`src/rtl/ws_bus_pkg.sv`:
```
// Shared types and constants for the WonderSwan cartridge bus initiator.
// Holds the state enum, the default timing values, the I/O address width and the nileswan register addresses.
package ws_bus_pkg;

  typedef enum logic [1:0] {
    ST_IDLE   = 2'd0,
    ST_SETUP  = 2'd1,
    ST_STROBE = 2'd2,
    ST_HOLD   = 2'd3
  } ws_state_e;

  localparam int unsigned DEF_SETUP_CYCLES  = 1;
  localparam int unsigned DEF_STROBE_CYCLES = 2;
  localparam int unsigned DEF_HOLD_CYCLES   = 1;
  localparam int unsigned DEF_SCLK_DIV      = 8;

  localparam int unsigned IO_ADDR_W = 8;

  // Cartridge mapper registers, followed by the nileswan extensions.
  localparam logic [7:0] REG_BANK_ROM_LINEAR = 8'hC0;
  localparam logic [7:0] REG_BANK_RAM        = 8'hC1;
  localparam logic [7:0] REG_BANK_ROM0       = 8'hC2;
  localparam logic [7:0] REG_BANK_ROM1       = 8'hC3;
  localparam logic [7:0] REG_MEM_CTRL        = 8'hCE;
  localparam logic [7:0] REG_BANK_RAM_LO     = 8'hD0;
  localparam logic [7:0] REG_BANK_RAM_HI     = 8'hD1;
  localparam logic [7:0] REG_BANK_ROM0_LO    = 8'hD2;
  localparam logic [7:0] REG_BANK_ROM0_HI    = 8'hD3;
  localparam logic [7:0] REG_BANK_ROM1_LO    = 8'hD4;
  localparam logic [7:0] REG_BANK_ROM1_HI    = 8'hD5;
  localparam logic [7:0] NILE_SPI_CNT_LO     = 8'hE0;
  localparam logic [7:0] NILE_SPI_CNT_HI     = 8'hE1;
  localparam logic [7:0] NILE_POW_CNT        = 8'hE2;
  localparam logic [7:0] NILE_EMU_CNT        = 8'hE3;
  localparam logic [7:0] NILE_BANK_MASK_LO   = 8'hE4;
  localparam logic [7:0] NILE_BANK_MASK_HI   = 8'hE5;

endpackage

```
`src/rtl/ws_sclk_gen.sv`:
```
// Free-running SClk divider: the output toggles every DIV clock cycles, so the period is 2*DIV.
module ws_sclk_gen #(
  parameter int unsigned DIV = 8
) (
  input  logic clk,
  input  logic rst,
  output logic sclk
);

  localparam int unsigned W = (DIV > 1) ? $clog2(DIV) : 1;

  logic [W-1:0] cnt_q, cnt_d;
  logic         sclk_q, sclk_d;

  always_comb begin
    cnt_d  = cnt_q + W'(1);
    sclk_d = sclk_q;
    if (cnt_q == W'(DIV - 1)) begin
      cnt_d  = '0;
      sclk_d = ~sclk_q;
    end
  end

  always_ff @(posedge clk or posedge rst) begin
    if (rst) begin
      cnt_q  <= '0;
      sclk_q <= 1'b0;
    end else begin
      cnt_q  <= cnt_d;
      sclk_q <= sclk_d;
    end
  end

  assign sclk = sclk_q;

endmodule

```
`src/rtl/ws_bus_initiator.sv`:
```
// WonderSwan cartridge bus initiator: turns Req/Ack commands into registered SETUP/STROBE/HOLD bus cycles.
// Define WS_SCLK_GEN_EN to build the free-running SClk divider; otherwise SClk is tied low.
module ws_bus_initiator
  import ws_bus_pkg::*;
#(
  parameter int unsigned SETUP_CYCLES  = DEF_SETUP_CYCLES,
  parameter int unsigned STROBE_CYCLES = DEF_STROBE_CYCLES,
  parameter int unsigned HOLD_CYCLES   = DEF_HOLD_CYCLES,
  parameter int unsigned SCLK_DIV      = DEF_SCLK_DIV
) (
  input  logic        FastClk,
  input  logic        Reset,
  input  logic        Req,
  input  logic        ReqWrite,
  input  logic        ReqIO,
  input  logic [19:0] ReqAddr,
  input  logic [15:0] ReqData,
  output logic        Ack,
  output logic [15:0] ReadData,
  output logic        Busy,
  output logic [19:0] Addr,
  output logic        nSel,
  output logic        nOE,
  output logic        nWE,
  output logic        nIO,
  output logic [15:0] DataOut,
  output logic [15:0] DataOutEn,
  input  logic [15:0] DataIn,
  output logic        SClk
);

  localparam int unsigned MAX_A = (SETUP_CYCLES > STROBE_CYCLES) ? SETUP_CYCLES : STROBE_CYCLES;
  localparam int unsigned MAX_C = (MAX_A > HOLD_CYCLES) ? MAX_A : HOLD_CYCLES;
  localparam int unsigned CW    = $clog2(MAX_C + 1);

  if (SETUP_CYCLES == 0 || STROBE_CYCLES == 0 || HOLD_CYCLES == 0 || SCLK_DIV == 0) begin : g_param_err
    $error("ws_bus_initiator: all timing parameters must be at least 1");
  end

  ws_state_e   state_q, state_d;
  logic [CW-1:0] cnt_q, cnt_d;
  logic        is_write_q, is_write_d;
  logic        is_io_q, is_io_d;
  logic [19:0] addr_q, addr_d;
  logic        nsel_q, nsel_d, noe_q, noe_d, nwe_q, nwe_d, nio_q, nio_d;
  logic [15:0] data_out_q, data_out_d;
  logic [15:0] data_oe_q, data_oe_d;
  logic        ack_q, ack_d;
  logic        busy_q, busy_d;
  logic [15:0] rd_stage_q, rd_stage_d;
  logic [15:0] read_data_q, read_data_d;

  always_comb begin
    state_d     = state_q;
    cnt_d       = (cnt_q != '0) ? cnt_q - CW'(1) : cnt_q;
    is_write_d  = is_write_q;
    is_io_d     = is_io_q;
    addr_d      = addr_q;
    nsel_d      = nsel_q;
    noe_d       = noe_q;
    nwe_d       = nwe_q;
    nio_d       = nio_q;
    data_out_d  = data_out_q;
    data_oe_d   = data_oe_q;
    ack_d       = 1'b0;
    busy_d      = busy_q;
    rd_stage_d  = rd_stage_q;
    read_data_d = read_data_q;

    unique case (state_q)
      ST_IDLE: begin
        if (Req) begin
          state_d    = ST_SETUP;
          cnt_d      = CW'(SETUP_CYCLES - 1);
          is_write_d = ReqWrite;
          is_io_d    = ReqIO;
          addr_d     = ReqIO ? {{(20-IO_ADDR_W){1'b0}}, ReqAddr[IO_ADDR_W-1:0]} : ReqAddr;
          nsel_d     = 1'b0;
          nio_d      = ~ReqIO;
          busy_d     = 1'b1;
          if (ReqWrite) begin
            data_out_d = ReqIO ? {8'h00, ReqData[7:0]} : ReqData;
            data_oe_d  = ReqIO ? 16'h00FF : 16'hFFFF;
          end
        end
      end
      ST_SETUP: begin
        if (cnt_q == '0) begin
          state_d = ST_STROBE;
          cnt_d   = CW'(STROBE_CYCLES - 1);
          noe_d   = is_write_q;
          nwe_d   = ~is_write_q;
        end
      end
      ST_STROBE: begin
        if (cnt_q == '0) begin
          state_d    = ST_HOLD;
          cnt_d      = CW'(HOLD_CYCLES - 1);
          noe_d      = 1'b1;
          nwe_d      = 1'b1;
          rd_stage_d = is_io_q ? {8'h00, DataIn[7:0]} : DataIn;
        end
      end
      ST_HOLD: begin
        // Data and nSel stay driven through HOLD so the nWE rising edge sees stable data.
        if (cnt_q == '0) begin
          state_d   = ST_IDLE;
          nsel_d    = 1'b1;
          nio_d     = 1'b1;
          data_oe_d = '0;
          ack_d     = 1'b1;
          busy_d    = 1'b0;
          if (!is_write_q) read_data_d = rd_stage_q;
        end
      end
      default: state_d = ST_IDLE;
    endcase
  end

  always_ff @(posedge FastClk or posedge Reset) begin
    if (Reset) begin
      state_q     <= ST_IDLE;
      cnt_q       <= '0;
      is_write_q  <= 1'b0;
      is_io_q     <= 1'b0;
      addr_q      <= '0;
      nsel_q      <= 1'b1;
      noe_q       <= 1'b1;
      nwe_q       <= 1'b1;
      nio_q       <= 1'b1;
      data_out_q  <= '0;
      data_oe_q   <= '0;
      ack_q       <= 1'b0;
      busy_q      <= 1'b0;
      rd_stage_q  <= '0;
      read_data_q <= '0;
    end else begin
      state_q     <= state_d;
      cnt_q       <= cnt_d;
      is_write_q  <= is_write_d;
      is_io_q     <= is_io_d;
      addr_q      <= addr_d;
      nsel_q      <= nsel_d;
      noe_q       <= noe_d;
      nwe_q       <= nwe_d;
      nio_q       <= nio_d;
      data_out_q  <= data_out_d;
      data_oe_q   <= data_oe_d;
      ack_q       <= ack_d;
      busy_q      <= busy_d;
      rd_stage_q  <= rd_stage_d;
      read_data_q <= read_data_d;
    end
  end

  assign Ack       = ack_q;
  assign ReadData  = read_data_q;
  assign Busy      = busy_q;
  assign Addr      = addr_q;
  assign nSel      = nsel_q;
  assign nOE       = noe_q;
  assign nWE       = nwe_q;
  assign nIO       = nio_q;
  assign DataOut   = data_out_q;
  assign DataOutEn = data_oe_q;

`ifdef WS_SCLK_GEN_EN
  ws_sclk_gen #(.DIV(SCLK_DIV)) u_sclk_gen (
    .clk  (FastClk),
    .rst  (Reset),
    .sclk (SClk)
  );
`else
  assign SClk = 1'b0;
`endif

endmodule

```
`config.mk`:
```
export PLATFORM = sky130hd
export DESIGN_NAME = ws_bus_initiator
export DESIGN_NICKNAME = d
export VERILOG_FILES = /design/src/rtl/ws_bus_pkg.sv /design/src/rtl/ws_sclk_gen.sv /design/src/rtl/ws_bus_initiator.sv
export SDC_FILE = /design/constraint.sdc
export NUM_CORES = 1
export LEC_CHECK = 0
export CAP_MARGIN = 25
export CORE_MARGIN = 2
export CORE_UTILIZATION = 44
export DETAILED_ROUTE_END_ITERATION = 10
export PLACE_DENSITY = 0.89
export SYNTH_ARGS = -nofsm -noshare
export SYNTH_HDL_FRONTEND = slang
export SYNTH_SLANG_ARGS = --single-unit
```
`constraint.sdc`:
```
create_clock -name FastClk -period 3.3 [get_ports FastClk]
set_input_delay 0.33 -clock FastClk [delete_from_list [all_inputs] [get_ports FastClk]]
set_output_delay 0.33 -clock FastClk [all_outputs]
set_load 0.1 [all_outputs]
```
======== Word-level counts from Yosys, hierarchy flattened ========
Cells that the tools add are included.
word-level totals
  memory bits (writable) .................. 0
  memory bits (read-only) ................. 0
  bits in registers ....................... 96
  memories kept ........................... 0
  word-level logic and storage cells ...... 71
  bits in latches ......................... 0
  output and inout bits ................... 75
cells by class
  shift-type cells ........................ 0
  multipliers ............................. 0
  reductions and logical operators ........ 13
  equality and inequality tests ........... 8
  bitwise gates (word level) .............. 2
  order comparisons ....................... 0
  divide/modulo/power cells ............... 0
  multiplexer cells ....................... 32
  $add $sub $neg .......................... 1
operators with widths
  kind                 number
  $mux 16              6
  $pmux 16 s2          1
  $mux 20              1
  $mux 2               8
  $reduce_and 3->1     4
  $ne 2x2->1 const B   5
  $pmux 1 s2           5
  $mux 1               9
  $pmux 2 s4           1
  $reduce_and 4->1     2
  $pmux 2 s3           1
  $reduce_bool 2->1    3
  $eq 2x2->1 const B   2
  $logic_not 2->1      2
  $reduce_and 2->1     2
  $eq 2x1->1 const B   1
  $not 1->1            2
  $sub 2x1->2 const B  1

======== Depth between registers and ports, before layout ========
  word-level depth ........................ 4
  gate-level depth with buffers ........... 7

======== Worst setup path after synthesis ========
Ideal clock, no wire load.
  kind .................................... register to output
  start ................................... register, netlist name DataOutEn[14]
  end ..................................... output port DataOutEn[10]
  data arrival time ....................... 1455 ps
  path slack .............................. 1515 ps
  data required time ...................... 2970 ps
  cell stages (with the launch flop) ...... 2
  cells stage by stage .................... dfrtp_1 buf_4
RTL lines
  element           line                    source
  end: declaration  ws_bus_initiator.sv:27  output logic [15:0] DataOutEn,

==> impl_metrics.toml <==
[logic_synthesis]
synthCells = 293
synth_nets = 354
syn_area_per_cell_um2 = 12.1
synth_most_common_cell = "dfrtp_1"
syn-cell-area_um2 = 3530
ys_ff_latch = 82
yosys.area.top_type = "dfrtp_1"
synth_edf_count = 0
synth_xor_xnor_area_share_pct = 0
synthAdderAreaFrac_pct = 1.42
yosysTopAreaCellShare_pct = 55.2
synth.area.top_cells = "dfrtp_1, mux2_2, nand2b_1, mux2_4, o21ai_0"
synthMuxAreaShare_pct = 15.1
synthSimpleGateAreaFrac_pct = 11.7
dominantRegCellSynth = "dfrtp_1"
synth_common_cells = "dfrtp_1, nand2_1, o21ai_0"
synth_top_family_by_area = "multiplexers"
yosys_warnings = 0
synthArstFlopShare_pct = 100
synth-seq-area-share_pct = 58.2
yosysUniqueCellTypes = 30
synth-compound-area-share_pct = 6.91

[worst_setup_path]
cp_num_buf_inv = 1
cp-end-kind = "output pin"
cp_max_fo = 10
arrival_ns = 2.08
slowest_delay_ns = 1.21
worst_ep_required_time_ns = 2.97
crit_family = "buffers and inverters"
startpoint_type = "flip-flop"
critical_path_class = "flip-flop to output pin"
cpMaxStageDelayCell = "clkdlybuf4s50_1"
path_cells = "clkdlybuf4s50_1"

[drt]
routed_wl_mm = 7.46
antenna_left = 0
vias = 2477
initialDrtViolationCount = 122
drc = 0
drtPass1Iterations = 4
wl_per_cell_um = 14.5
viasPerCell = 4.81

[placed_design]
dp_hpwl_mm = 5.52
place_congestion = 0.860
port-buffer-count = 130

[timing]
fin_crit_sh_pct = 73.0
rsz0062_at_grt = "false"
final_max_slew_viol_count = 0
fin_tns_setup_ns = 0
fin_crit_ns = 2.41
slew-limit-headroom_pct = 32.9
hold_viol_final = 0
fmax_mhz = 415
tightestPinTransition_ns = 1.00
setup_viol = 0
fin_skew_ns = 0.0142

[clock_tree]
clockRootBuffer = "clkbuf_8"
cts_max_level = 3
cts_tree = "built"
clk_latency_ns = 0.33
cts.sinks = 82
cts_resized = 0
post-cts-setup-buffers = 0
cts.path.max_buffers = 2
numCtsBuffers = 9
holdBufCountCts = 0
clkTransAtPathRegs_ns = 0.08

[final_layout]
regArea_um2 = 2060
multi_input_area_um2 = 1240
antenna_cells = 0
area.growth.synth_to_final_pct = 41.9
drive_gt1_share_pct = 16.5
num-fill-cells = 615
fin_nets = 469

[die]
pin_count = 132
initial_core_util_pct = 45.5
die_area_um2 = 8760
die_h_um = 93.6
die_w_um = 93.6
rows = 32
coreArea_um2 = 7770

[global_route]
antenna_found_initial = 0
grt.total_usage_pct = 18.6
grt_max_degree = 43
grt_remaining_overflow = 0
first_global_vias = 2653
grt_pass1_wl_mm = 12.7

[flow_run]
cap_violations = 0

[hold_path]
hold_class = "input pin to asynchronous set/reset pin"

[status]
status = "completed"
[sequential cells by signal, indices dropped and copies added, names as in the netlist, 2 cells and up]
name,cells
Addr,20
rd_stage_q,16
DataOutEn,2
cnt_q,2
DataOut,16
ReadData,16
state_q,2
[routing by layer]
metal	wire length, µm	track usage (%)	share of wire, %
met2	3830	33.5	51
met1	3060	21.9	41
met5	0	0	0
met4	46	5.43	0.62
met3	519	4.59	7.0
[path summary, 6_finish.rpt]
kind / from / endpoint / slack (ns) / depth (start not counted)
max reg2reg: state_q[0] / Addr[13] / 1.21 / 5
max: DataOutEn[14] / DataOutEn[8] / 0.89 / 1
max in group asynchronous: Reset / DataOut[9] / 2.01 / 3
min in group FastClk: DataOut[13] / DataOut[13] / 0.48 / 2
min reg2reg: DataOut[13] / DataOut[13] / 0.48 / 2
min: Reset / DataOut[2] / 0.42 / 2
[through the flow]
step / hold WS (ns) / worst slack (ns) / area (µm²) / cells / utilization, %
after floorplan: 0.444 / 0.868 / 3530 / 293 / -
after global placement: 0.456 / 1.17 / 4790 / 499 / 61.6
after detailed placement: 0.470 / 1.07 / 4790 / 499 / 61.6
after CTS: 0.430 / 0.838 / 5010 / 515 / 64.6
after global routing: 0.493 / 0.794 / 5010 / 515 / 64.6
final: 0.418 / 0.891 / 5010 / 515 / 64.6
[logic make-up (layout without fill, tap and decap cells)]
group | Yosys count | in the layout
fa+ha+maj | 4 | 4
mux | 44 | 44
flops | 82 | 82
simple gates | 80 | 80
other cells | 1 | 1
buf+inv | 37 | 157
compound gates | 45 | 45
[cells in the final DEF, fill, tap and decap left out, types with 2 or more instances in the layout]
cell type / count
clkdlybuf4s50_1: 130
dfrtp_1: 78
nand2_1: 35
o21ai_0: 33
mux2_2: 31
nand2b_1: 29
mux2_4: 11
clkbuf_8: 10
nor2_1: 7
inv_1: 6
a21oi_1: 4
ha_1: 4
dfstp_2: 4
buf_4: 4
nor3_1: 3
o22ai_1: 3
o22a_1: 2
mux2i_1: 2
clkinv_4: 2
bufinv_16: 2
[cell type report]
type | count | share of cell area, %
clock buffer | 11 | 2.82
tap | 102 | 2.54
inverter | 7 | 0.549
clock inverter | 5 | 1.72
sequential | 82 | 41.0
multi-input combinational | 174 | 24.8
timing repair buffer | 134 | 26.5
Power is left out: the tool's default activity adds up to more than one toggle a clock period on the data nets, which glitch-free logic cannot reach.
